## config.mk

```make
export PLATFORM = sky130hd
export DESIGN_NAME = y86_alu
export DESIGN_NICKNAME = d
export VERILOG_FILES = /design/src/rtl/y86_pkg.sv /design/src/rtl/y86_cc_reg.sv /design/src/rtl/y86_alu.sv
export SDC_FILE = /design/constraint.sdc
export NUM_CORES = 1
export LEC_CHECK = 0
export BUFFER_PORTS_ARGS = -buffer_cell sky130_fd_sc_hd__buf_2
export CAP_MARGIN = 5
export CORE_ASPECT_RATIO = 0.8
export CORE_MARGIN = 2
export CORE_UTILIZATION = 55
export CTS_CLUSTER_SIZE = 28
export DETAILED_ROUTE_END_ITERATION = 12
export PLACE_DENSITY = 0.81
export SETUP_SLACK_MARGIN = 0.3
export SKIP_CTS_REPAIR_TIMING = 1
export SYNTH_ARGS = -nofsm -noshare
export SYNTH_HDL_FRONTEND = slang
export SYNTH_SLANG_ARGS = --single-unit
```

## constraint.sdc

```tcl
create_clock -name clock -period 5.6 [get_ports clock]
set_input_delay 0.28 -clock clock [delete_from_list [all_inputs] [get_ports clock]]
set_output_delay 0.28 -clock clock [all_outputs]
set_load 0.05 [all_outputs]
```

## src/rtl/y86_pkg.sv

```systemverilog
// Shared Y86 definitions: ALU function codes, condition-code bit layout, word type.
package y86_pkg;

  typedef logic [31:0] word_t;

  localparam logic [3:0] ALU_ADD = 4'd0;
  localparam logic [3:0] ALU_SUB = 4'd1;
  localparam logic [3:0] ALU_AND = 4'd2;
  localparam logic [3:0] ALU_XOR = 4'd3;

  // Bit positions inside the packed 3-bit condition-code vector.
  localparam int CC_OF = 0;
  localparam int CC_ZF = 1;
  localparam int CC_SF = 2;
  localparam int CC_W  = 3;

endpackage

```

## src/rtl/y86_cc_reg.sv

```systemverilog
// Three-bit condition-code register with synchronous reset and load enable.
module y86_cc_reg
  import y86_pkg::*;
(
  input  logic            clock,
  input  logic            reset,
  input  logic            load,
  input  logic [CC_W-1:0] cc_next,
  output logic [CC_W-1:0] cc
);

  logic [CC_W-1:0] cc_reg;

  // Reset wins over load so a flush cannot leave stale flags behind.
  always_ff @(posedge clock) begin
    if (reset) begin
      cc_reg <= '0;
    end else if (load) begin
      cc_reg <= cc_next;
    end
  end

  assign cc = cc_reg;

endmodule

```

## src/rtl/y86_alu.sv

```systemverilog
// Y86 execute-stage ALU: combinational valE plus the registered SF/ZF/OF flags.
module y86_alu
  import y86_pkg::*;
(
  input  logic        clock,
  input  logic        reset,
  input  logic [31:0] op1,
  input  logic [31:0] op2,
  input  logic [3:0]  op,
  input  logic        set_cc,
  output logic [31:0] result,
  output logic        SF,
  output logic        ZF,
  output logic        OF
);

  logic            is_sub;
  logic            is_arith;
  logic            op_legal;
  word_t           op2_eff;
  word_t           sum;
  word_t           result_next;
  logic            of_next;
  logic [CC_W-1:0] cc_next;
  logic [CC_W-1:0] cc;

  assign is_sub   = (op == ALU_SUB);
  assign is_arith = (op == ALU_ADD) || (op == ALU_SUB);
  assign op_legal = (op[3:2] == 2'b00);

  // One adder serves both ADD and SUB: subtract is op1 + ~op2 + 1.
  assign op2_eff = op2 ^ {32{is_sub}};
  assign sum     = op1 + op2_eff + {31'd0, is_sub};

  always_comb begin
    result_next = '0;
    unique case (op)
      ALU_ADD, ALU_SUB: result_next = sum;
      ALU_AND:          result_next = op1 & op2;
      ALU_XOR:          result_next = op1 ^ op2;
      default:          result_next = '0;
    endcase
  end

  // Against the effective addend, ADD and SUB share one overflow rule.
  assign of_next = is_arith && (op1[31] == op2_eff[31]) && (sum[31] != op1[31]);

  always_comb begin
    cc_next        = '0;
    cc_next[CC_SF] = result_next[31];
    cc_next[CC_ZF] = (result_next == '0);
    cc_next[CC_OF] = of_next;
  end

  y86_cc_reg u_cc_reg (
    .clock   (clock),
    .reset   (reset),
    .load    (set_cc && op_legal),
    .cc_next (cc_next),
    .cc      (cc)
  );

  assign result = result_next;
  assign SF     = cc[CC_SF];
  assign ZF     = cc[CC_ZF];
  assign OF     = cc[CC_OF];

endmodule

```

Yosys cells after proc, flatten, opt, wreduce, memory -nomap -nowiden
Cells that the tools add are included.
{ "classes": {"eq_ne": 5, "div": 0, "reduce_logical": 8, "addsub": 2, "order_cmp": 0, "multipliers": 0, "n_bitwise": 3, "n_shift": 0, "mux": 1} }
{ "op_table": {"columns": ["cell", "count"], "rows": [
  ["32-bit case mux with 3 select lines", 1],
  ["32-bit bitwise XOR", 2],
  ["32-bit by 1-bit adder with 32-bit output", 1],
  ["32-bit adder", 1],
  ["32-bit bitwise AND", 1],
  ["32-bit zero test", 1],
  ["4-bit by 2-bit == test with 1-bit output, second input constant", 2],
  ["4-bit by 1-bit == test with 1-bit output, second input constant", 1],
  ["4-bit zero test", 1],
  ["1-bit logical AND", 3],
  ["2-bit zero test", 1],
  ["2-bit OR reduction", 1],
  ["1-bit == test", 1],
  ["1-bit logical OR", 1],
  ["1-bit inequality test", 1]
]} }
{ "word_totals": {"reg_bits": 3, "mem_bits_rw": 0, "elab_cells": 20, "out_inout_bits": 35, "latchBits": 0, "mem_bits_ro": 0, "n_memories": 0, "inputBits": 71} }

Logic depth before layout (Yosys ltp)
Gate-level depths: netlist (run 1).
{ "depth": {"depth_word": 6, "depth_mapped": 17, "ltp_nobuf": 14} }

Modules after synthesis
A second synthesis (run 1) with hierarchy kept.
{ "hier_totals": {"hier_cells": 489, "area_unflattened_um2": 3590.9} }
{ "modules_own_cells": {"columns": ["mod", "instances", "cells_each", "area_per_inst_um2", "seq_area_each_um2"], "rows": [
  ["y86_alu", 1, 480, 3489.6, 0.0],
  ["y86_cc_reg", 1, 9, 101.3, 60.1]
]} }

Worst setup path after synthesis (run 1)
OpenSTA, ideal clock, no wires.
{ "synth_timing": {"path_type": "input-to-reg", "from": "in op[1]", "to": "reg u_cc_reg.cc_reg[1] (netlist: u_cc_reg.cc[1])", "t_required_ps": 5478, "path_slack_ps": -22, "cell_stages": 17, "n_path_buf": 3, "setup_ps": 122, "arrival_time_ps": 5500, "path_cell_list": "buf_6 or4b_1 buf_2 buf_1 xnor2_1 inv_1 fa_1 nand2b_1 a211oi_1 o21ai_0 a211oi_1 nor3_1 o211a_1 a2111oi_1 a2111oi_2 nand4_1 o21ai_1"} }
{ "synth_between": {"elab_chain_len": 6, "elab_cells_between_ends": 10, "cone_classes": "add/sub (2); eq/ne (3); mux (1); bitwise (1); reduce/logical (3)"} }
{ "synth_rtl": {"columns": ["item", "line_no", "source"], "rows": [
  ["start: declaration", "y86_alu.sv:9", "input logic [3:0] op,"],
  ["4-bit by 1-bit == test with 1-bit output", "y86_alu.sv:27, y86_alu.sv:37", null],
  ["32-bit bitwise XOR", "y86_alu.sv:32", "assign op2_eff = op2 ^ {32{is_sub}};"],
  ["32-bit adder", "y86_alu.sv:33", "assign sum = op1 + op2_eff + {31'd0, is_sub};"],
  ["32-bit by 1-bit adder with 32-bit output", "y86_alu.sv:33", null],
  ["32-bit case mux with 3 select lines (*)", "y86_alu.sv:37", "unique case (op)"],
  ["net result[28]", "y86_alu.sv:11", "output logic [31:0] result,"],
  ["32-bit zero test (*)", "y86_alu.sv:51", "cc_next[CC_ZF] = (result_next == '0);"],
  ["end signal: assignment", "y86_cc_reg.sv:19", "cc_reg <= cc_next;"],
  ["end: declaration", "y86_cc_reg.sv:12", "logic [CC_W-1:0] cc_reg;"]
]} }
Mark *: on every way through the listed nets, which the timed path passes. The rest lies on a longest branch.
A chain may end at the register's enable or synchronous reset.

Worst setup path in the final report (run 1)
{ "layout_timing": {"from": "in op[1]", "to": "out result[31]"} }
{ "layout_between": {"elab_chain_len": 5, "elab_cells_between_ends": 9, "cone_classes": "add/sub (2); eq/ne (3); mux (1); bitwise (1); reduce/logical (2)"} }
{ "layout_rtl": {"columns": ["item", "line_no"], "rows": [
  ["4-bit by 1-bit == test with 1-bit output", "y86_alu.sv:27, y86_alu.sv:37"],
  ["32-bit bitwise XOR", "y86_alu.sv:32"],
  ["32-bit adder", "y86_alu.sv:33"],
  ["32-bit by 1-bit adder with 32-bit output", "y86_alu.sv:33"],
  ["32-bit case mux with 3 select lines (*)", "y86_alu.sv:37"],
  ["end: declaration", "y86_alu.sv:11"]
]} }
Mark *: on every way between the ends. The rest lies on a longest branch, timed or not.

==> flow_summary.toml, run 1 <==
[run_status]
outcome = "complete, no violations"

[power_and_ir_drop]
seq_power_share_pct = 3.6
vdd_drop_max_mv = 0.1503
pwr-share-comb_pct = 86.0
clkPwrFrac_pct = 10.4
p_sw_uw = 351.6
p_leak_uw = 0.002089
intPower_uw = 261.7
p_sw_share_pct = 57.33
p_per_area_nw_per_um2 = 146.6

[floorplan]
die-area_um2 = 7191
die_y_um = 76.25
core_area_um2 = 6344
initial_core_util_pct = 56.57
rows = 26
ios = 106
die_w_um = 94.31

[clocking]
htreeDepth = 1
ctsRootBufferMaster = "clkbuf_8"
cts_tree = "yes"
clk_pin_slew_ns = 0.03
clkLatencyLatePin_ns = 0.22
clock_sinks = 3
cts_max_path_buffers = 2
cts_buffers = 3

[sta]
hold_viol = 0
fin_tns_setup_ns = 0
maxSlewHeadroom_pct = 28.52
fin_crit_sh_pct = 87.24
setup_violations = 0
worst_slack_ns = 0.7143
worstMarginPinSlew_ns = 1.071
finalMaxSlewViolations = 0
period_minus_slack_ns = 4.886
fmaxAchievable_ghz = 0.2047
finClkSkew_ns = 0
grt_setup_unrepaired = "no"

[place]
place_congestion = 1.017
dp_hpwl_mm = 9.930
io_buffers = 105
dp_cells = 657
dp_slack_ns = 0.5822

[logic_synthesis]
ys_ff_latch = 3
synth_edf_count = 0
syn_area_um2 = 3588
ys_warn_count = 0
ys_seq_area_share_pct = 1.674
synth_fp_nets = 634
synth-main-ff-cell = "dfxtp_1"
synthCells = 495
yosys.cell_types.count = 67
async_reset_ff_share_pct = 0
avgSynthCellArea_um2 = 7.249

[layout]
final_cells = 661
diodes = 0
drive_gt1_share_pct = 22.36
fin_nets = 717
fill_cells = 555
area_growth_pct = 16.56
largest_reg_flops = 3

[min_path]
min_from = "reset"
whs_endpoint = "u_cc_reg.cc[0]"
whs_path_depth = 2
hold_class = "input port to register"

[drt]
vias = 4253
wire_per_inst_um = 18.43
ant_nets = 0
wl_mm = 12.18
drt_first_pass_iters = 5
vias_per_cell = 6.434
drtIter0Drc = 387
drc = 0

[setup_path]
max_stage_delay_ns = 0.86
crit_family = "compound AO/OA/AOI/OAI gates"
crit_type = "input port to output pin"
arrival_ns = 4.61
start_kind = "input port"
path_cells = "buf_2 > or4b_2 > buf_4 > xnor2_1 > ha_1 > a21oi_1 > o21ai_0 > nor3_1 > nand2_1 > a31oi_1 > o21ai_1 > a221oi_2 > xnor2_1 > o21ai_0 > buf_2"
crit_slowest_cell = "or4b_2"
worstReg2RegEnd = "u_cc_reg.cc[2]"
rrSetupSlack_ns = 4.89
worst-path-max-fanout = 28
endpoint_kind = "output pin"
worst_r2r_startpoint = "u_cc_reg.cc[2]"
cp_num_buf_inv = 3
reg2regPathDepth = 3
cp.required_ns = 5.32

[grt]
grt_use_total_pct = 32.76
overflow = 0
grt_pass1_wl_mm = 19.26
first_global_vias = 3954
grt_max_degree = 29
antenna_found_initial = 0

[flow_run]
drv_cap = 0
## power by group through the flow
stage / Combinational (µW) / Clock, µW / Sequential, µW
CTS: 515 / 64.2 / 22.4
global placement: 502 / 0 / 22.6
detailed placement: 512 / 0 / 22.6
finish: 527 / 63.7 / 22.4
global route: 571 / 67.1 / 22.4
floorplan: 374 / 0 / 24.5
## cell usage after synthesis (all sizes together), types with 8 or more instances
master / n / area (µm²)
buf: 8 / 43.79
inv: 20 / 75.07
a21o: 15 / 112.6
nor3: 9 / 45.04
clkbuf: 23 / 86.33
a21oi: 46 / 234.0
xnor2: 40 / 350.3
nand4: 12 / 75.07
o21ai: 31 / 155.1
nor2: 30 / 112.6
a22oi: 16 / 120.1
a211oi: 12 / 90.09
mux2i: 15 / 150.1
ha: 67 / 838.3
nand2: 35 / 131.4
xor2: 11 / 96.34
## routing by layer
| metal | up-vias | share of wire, % | track usage, % |
|---|---|---|---|
| met4 | 0 | 1.5 | 5.942 |
| met3 | 27 | 11 | 5.440 |
| met1 | 1933 | 45 | 49.10 |
| met2 | 259 | 42 | 49.29 |
| li1 | 2034 | - | - |
| met5 | - | 0 | 0 |
## cells by family (layout without fill, tap and decap cells)
family,Yosys count,count (layout),synth area share [%]
AO/OA/AOI/OAI,173,173,32.71
XOR/XNOR,51,51,12.45
multiplexers,16,16,4.498
AND/OR/NAND/NOR,133,133,19.04
buffers and inverters,51,133,5.718
flip-flops,3,3,1.674
adder cells (fa/ha/maj),68,68,23.92
## worst max-delay path by stage
stage	start	endpoint	slack (ns)	cells after the start
6_report	op[1]	result[31]	0.71	15
5_1_grt	op[1]	result[31]	0.32	15
4_1_cts	op[1]	result[28]	0.60	13
3_5_place_dp	op[1]	result[28]	0.58	13
3_3_place_gp	op[1]	result[28]	0.62	13
2_1_floorplan	op[1]	u_cc_reg.cc[1]	0.55	17
## cell type report
class	instances	area, µm²	share of cell area, %
Clock buffer	4	45.04	1.077
Inverter	20	75.07	1.795
Multi-Input combinational cell	441	3342	79.90
Sequential cell	3	60.06	1.436
Tap cell	84	105.1	2.513
Timing Repair Buffer	109	555.5	13.28
## placed cells by master, fill, tap and decap left out, drive strengths merged, types with 3 or more instances in the layout
master,Yosys,final
nor2b,4,4
or2,6,6
ha,67,67
o31ai,4,4
or4,3,3
nor4,3,3
or3,4,4
nand3,5,5
o21bai,3,3
mux2i,15,15
a21o,15,15
o22ai,4,4
nor3,9,9
nor2,30,30
xnor2,40,40
a21oi,46,46
clkbuf,23,4
nand2,35,35
a31oi,6,6
inv,20,20
o211ai,5,5
dfxtp,3,3
a211oi,12,12
and2,4,4
nand4,12,12
o21a,5,5
o21ai,31,31
xor2,11,11
nand2b,6,6
a22oi,16,16
buf,8,109
## per-stage QoR
stage / hold WS [ns] / power [µW] / utilization, % / area (µm²)
floorplan: 0.3524 / 398.8 / - / 3593
global placement: 0.4777 / 524.3 / 65.05 / 4126
detailed placement: 0.4890 / 534.4 / 65.05 / 4126
CTS: 0.2662 / 601.1 / 65.76 / 4172
global route: 0.2689 / 660.5 / 65.94 / 4183
finish: 0.2655 / 613.3 / 65.94 / 4183
No activity file was read; power rests on OpenSTA's default activity.
==> run 2: changes to the inputs <==
--- a/config.mk
+++ b/config.mk
@@ -10,8 +10,10 @@
 export CORE_ASPECT_RATIO = 0.8
 export CORE_MARGIN = 2
 export CORE_UTILIZATION = 55
+export CTS_BUF_LIST = sky130_fd_sc_hd__clkbuf_16
 export CTS_CLUSTER_SIZE = 28
 export DETAILED_ROUTE_END_ITERATION = 12
+export HOLD_SLACK_MARGIN = 0.02
 export PLACE_DENSITY = 0.81
 export SETUP_SLACK_MARGIN = 0.3
 export SKIP_CTS_REPAIR_TIMING = 1
==> run 2 against run 1 <==
  * Routed wire length about the same
  * Global-route usage about the same
  * Clock skew unchanged
  * Die area unchanged
  * Register-to-register slack about the same
  * Design area increased by 0.81%
  * Critical path type unchanged
  * Critical endpoint unchanged
  * Largest cell class unchanged
  * Largest power group unchanged
==> flow_summary.toml, run 2 (synthesis gave the netlist of run 1 again) <==
[setup_path]
worst-path-max-fanout = 28
crit_type = "input port to output pin"
arrival_ns = 4.65
critPathLaunch = "op[1]"
start_kind = "input port"
endpoint_kind = "output pin"
worst_r2r_startpoint = "u_cc_reg.cc[2]"
cp.required_ns = 5.32

[clocking]
ctsRootBufferMaster = "clkbuf_16"
clkLatencyLatePin_ns = 0.22
htreeDepth = 1
cts_tree = "yes"
clock_sinks = 3
cts_buffers = 3
clk_pin_slew_ns = 0.03
cts_max_path_buffers = 2

[grt]
overflow = 0
grt_max_degree = 29
grt_pass1_wl_mm = 19.26
first_global_vias = 3955
grt_use_total_pct = 32.76
antenna_found_initial = 0

[sta]
period_minus_slack_ns = 4.929
maxSlewHeadroom_pct = 27.83
worst_hold_slack_ns = 0.2596
grt_setup_unrepaired = "no"
setup_violations = 0
fin_crit_sh_pct = 88.02
worstMarginPinSlew_ns = 1.081
finalMaxSlewViolations = 0
worst_slack_ns = 0.6710
fmaxAchievable_ghz = 0.2029
finClkSkew_ns = 0
fin_tns_setup_ns = 0
hold_viol = 0

[power_and_ir_drop]
intPower_uw = 305.2
p_sw_share_pct = 53.90
pwr-share-comb_pct = 79.6
vdd_drop_max_mv = 0.3499
p_sw_uw = 356.9
p_per_area_nw_per_um2 = 157.0
seq_power_share_pct = 3.4
p_leak_uw = 0.002109
clkPwrFrac_pct = 17.0
finalPower_uw = 662.1

[drt]
vias_per_cell = 6.421
wire_per_inst_um = 18.42
drc = 0
vias = 4244
drt_first_pass_iters = 6
wl_mm = 12.17
drtIter0Drc = 343
ant_nets = 0

[floorplan]
ios = 106
die_y_um = 76.25
die-area_um2 = 7191
die_w_um = 94.31
core_area_um2 = 6344
rows = 26
initial_core_util_pct = 56.57

[layout]
layout_commonest_cell = "buf_2"
fin_nets = 717
final_cell_mix = "buf_2 (105), ha_1 (67), a21oi_1 (45)"
post-route-cell-area_um2 = 4217
area_growth_pct = 17.50
largest_reg_flops = 3
diodes = 0
drive_gt1_share_pct = 22.36

[min_path]
hold_class = "input port to register"
min_from = "reset"

[place]
place_congestion = 1.017
dp_slack_ns = 0.5822
dpl-instance-area_um2 = 4126
io_buffers = 105
dp_hpwl_mm = 9.930

[run_status]
outcome = "complete, no violations"

[flow_run]
drv_cap = 0
run 2: cell types whose count changed in the layout (fill, tap and decap cells not counted):
| cell | previous run | this run |
|---|---|---|
| clkbuf_1 | 1 | 0 |
| clkbuf_16 | 0 | 3 |
| clkbuf_8 | 3 | 0 |
| inv_1 | 20 | 21 |
run 2: path summary, 6_finish.rpt:
path	slack (ns)	cells after the start	endpoint
worst min register to register	0.50	2	u_cc_reg.cc[0]
worst max-delay path	0.67	15	result[31]
worst min-delay path	0.26	2	u_cc_reg.cc[0]
worst max register to register	4.90	3	u_cc_reg.cc[2]
run 2: critical path, stage by stage:
cell	delay, ns
buf_2	0.26
or4b_2	0.86
buf_4	0.28
xnor2_1	0.15
ha_1	0.40
a21oi_1	0.31
o21ai_0	0.18
nor3_1	0.30
nand2_1	0.14
a31oi_1	0.30
o21ai_1	0.19
a221oi_2	0.37
xnor2_1	0.14
o21ai_0	0.16
buf_2	0.30
run 2: per-stage QoR:
step,util [%],cells
2_1_floorplan,-,495
3_3_place_gp,65.05,657
3_5_place_dp,65.05,657
4_1_cts,66.29,661
5_1_grt,66.47,661
6_report,66.47,661
run 2: per-layer routing:
| metal | track usage [%] | part of all wire (%) |
|---|---|---|
| met5 | 0 | 0 |
| met3 | 5.143 | 11 |
| met2 | 49.07 | 42 |
| met4 | 6.667 | 1.5 |
| met1 | 49.13 | 45 |
run 2: power by group through the flow:
stage,Clock (µW),Combinational (µW),Sequential [µW]
floorplan,0,374,24.5
global placement,0,502,22.6
detailed placement,0,512,22.6
CTS,113,515,22.3
global route,116,571,22.4
finish,113,527,22.3
run 2: layout make-up:
| cell class | count | area, µm² |
|---|---|---|
| clock buffers | 3 | 75.07 |
| flip-flops and latches | 3 | 60.06 |
| multi-input cells | 441 | 3342 |
| fillers | 555 | 2127 |
| well taps | 84 | 105.1 |
| clock inverters | 1 | 3.754 |
| repair buffers | 109 | 555.5 |
| inverters | 20 | 75.07 |
==> run 3: changes to the inputs <==
==> constraint.sdc (replaced) <==
create_clock -name clock -period 5.6 [get_ports clock]
set_input_delay 1.12 -clock clock [delete_from_list [all_inputs] [get_ports clock]]
set_output_delay 1.12 -clock clock [all_outputs]
set_load 0.05 [all_outputs]
==> run 3 against run 2 <==
  * Clock skew unchanged
  * Worst hold slack improved by 0.24 ns
  * Largest power group unchanged
  * Highest routed layer unchanged
  * Sequential share of layout area down 0.24 points
  * Register-to-register slack got worse by 0.02 ns
==> flow_summary.toml, run 3 (synthesis gave the netlist of run 1 again) <==
[floorplan]
ios = 106
initial_core_util_pct = 56.57
die_y_um = 76.25
core_area_um2 = 6344
die-area_um2 = 7191
die_w_um = 94.31
rows = 26

[sta]
fmaxAchievable_ghz = 0.1819
maxSlewHeadroom_pct = 36.89
fin_crit_sh_pct = 98.18
grt_setup_unrepaired = "yes"
fin_tns_setup_ns = 0
hold_viol = 0
setup_violations = 0
finClkSkew_ns = 0
worstMarginPinSlew_ns = 0.9466
period_minus_slack_ns = 5.498
finalMaxSlewViolations = 0
worst_slack_ns = 0.1021

[setup_path]
crit_type = "input port to output pin"
endpoint_kind = "output pin"
arrival_ns = 4.38
worst-path-max-fanout = 9
cp.required_ns = 4.48
start_kind = "input port"

[grt]
antenna_found_initial = 0
first_global_vias = 4117
grt_use_total_pct = 33.77
use_met2_pct = 53.00
grt_pass1_wl_mm = 20.00
met1_usage_pct = 50.42
grt_busiest_layer = "met2"
grt_max_degree = 28
overflow = 0
met3_usage_pct = 3.066

[place]
dp_hpwl_mm = 10.33
place_congestion = 0.9398
io_buffers = 105
dp_slack_ns = -0.006486
dp_cells = 691

[flow_run]
drv_cap = 0

[layout]
final_cells = 705
final_cell_mix = "buf_2 (85), ha_1 (56), buf_4 (46)"
drive_gt1_share_pct = 37.68
layout_commonest_cell = "buf_2"
area_growth_pct = 41.77
fin_nets = 761
largest_reg_flops = 3
diodes = 0
fin_util_pct = 80.20

[clocking]
clock_sinks = 3
cts_tree = "yes"
clk_pin_slew_ns = 0.03
htreeDepth = 1
cts_buffers = 3
cts_max_path_buffers = 2
clkLatencyLatePin_ns = 0.23
ctsRootBufferMaster = "clkbuf_16"

[drt]
wire_per_inst_um = 18.75
vias_per_cell = 6.394
ant_nets = 0
drc = 0
drt_first_pass_iters = 5
vias = 4508
wl_mm = 13.22
drtIter0Drc = 416

[power_and_ir_drop]
finalPower_uw = 792.3
p_per_area_nw_per_um2 = 155.7
vdd_drop_max_mv = 0.2353
p_leak_uw = 0.002427

[min_path]
hold_class = "register to register"

[run_status]
outcome = "complete, no violations"
==> run 3: final cells by class <==
type,count,area [µm²]
repair buffers,153,1027
inverters,20,75.07
fillers,437,1256
multi-input cells,441,3741
clock buffers,3,75.07
flip-flops and latches,3,60.06
well taps,84,105.1
clock inverters,1,3.754
==> run 3: worst max-delay path: stages <==
cell and delay [ns]:
buf_6 0.09, or4b_4 0.60, buf_12 0.19, xnor2_1 0.21, ha_2 0.36, nand4_1 0.17, o221ai_2 0.15, buf_4 0.16
a21oi_2 0.17, buf_4 0.19, o221ai_2 0.12, xor2_1 0.17, a222oi_1 0.25, buf_4 0.18, inv_1 0.04, clkbuf_4 0.20
==> run 3: final timing paths <==
kind                                     start        endpoint  slack (ns)  cells past startpoint
worst max-delay path                     op[1]      result[13]        0.10                     16
worst min-delay path            u_cc_reg.cc[1]  u_cc_reg.cc[1]        0.50                      2
worst max register to register  u_cc_reg.cc[2]  u_cc_reg.cc[2]        4.88                      3
worst min register to register  u_cc_reg.cc[1]  u_cc_reg.cc[1]        0.50                      2
==> run 3: metrics by stage <==
| stage | hold slack [ns] | cell area, µm² |
|---|---|---|
| after floorplan | 0.7038 | 3796 |
| after global placement | 0.4729 | 4567 |
| after detailed placement | 0.4845 | 4567 |
| after CTS | 0.4936 | 4646 |
| after global routing | 0.5365 | 5087 |
| final | 0.4994 | 5087 |
==> run 3: power breakdown <==
part           internal, µW  total [µW]  leakage, µW  switching, µW
Combinational           270         656      0.00236            387
Sequential             22.1        22.3    0.0000243          0.273
Clock                  92.2         114    0.0000423           21.5
==> run 3: per-layer routing <==
| layer | part of all wire [%] | vias up |
|---|---|---|
| met5 | 0 | - |
| met2 | 45 | 277 |
| met4 | 1.1 | 0 |
| met1 | 44 | 2081 |
| li1 | - | 2127 |
| met3 | 11 | 23 |
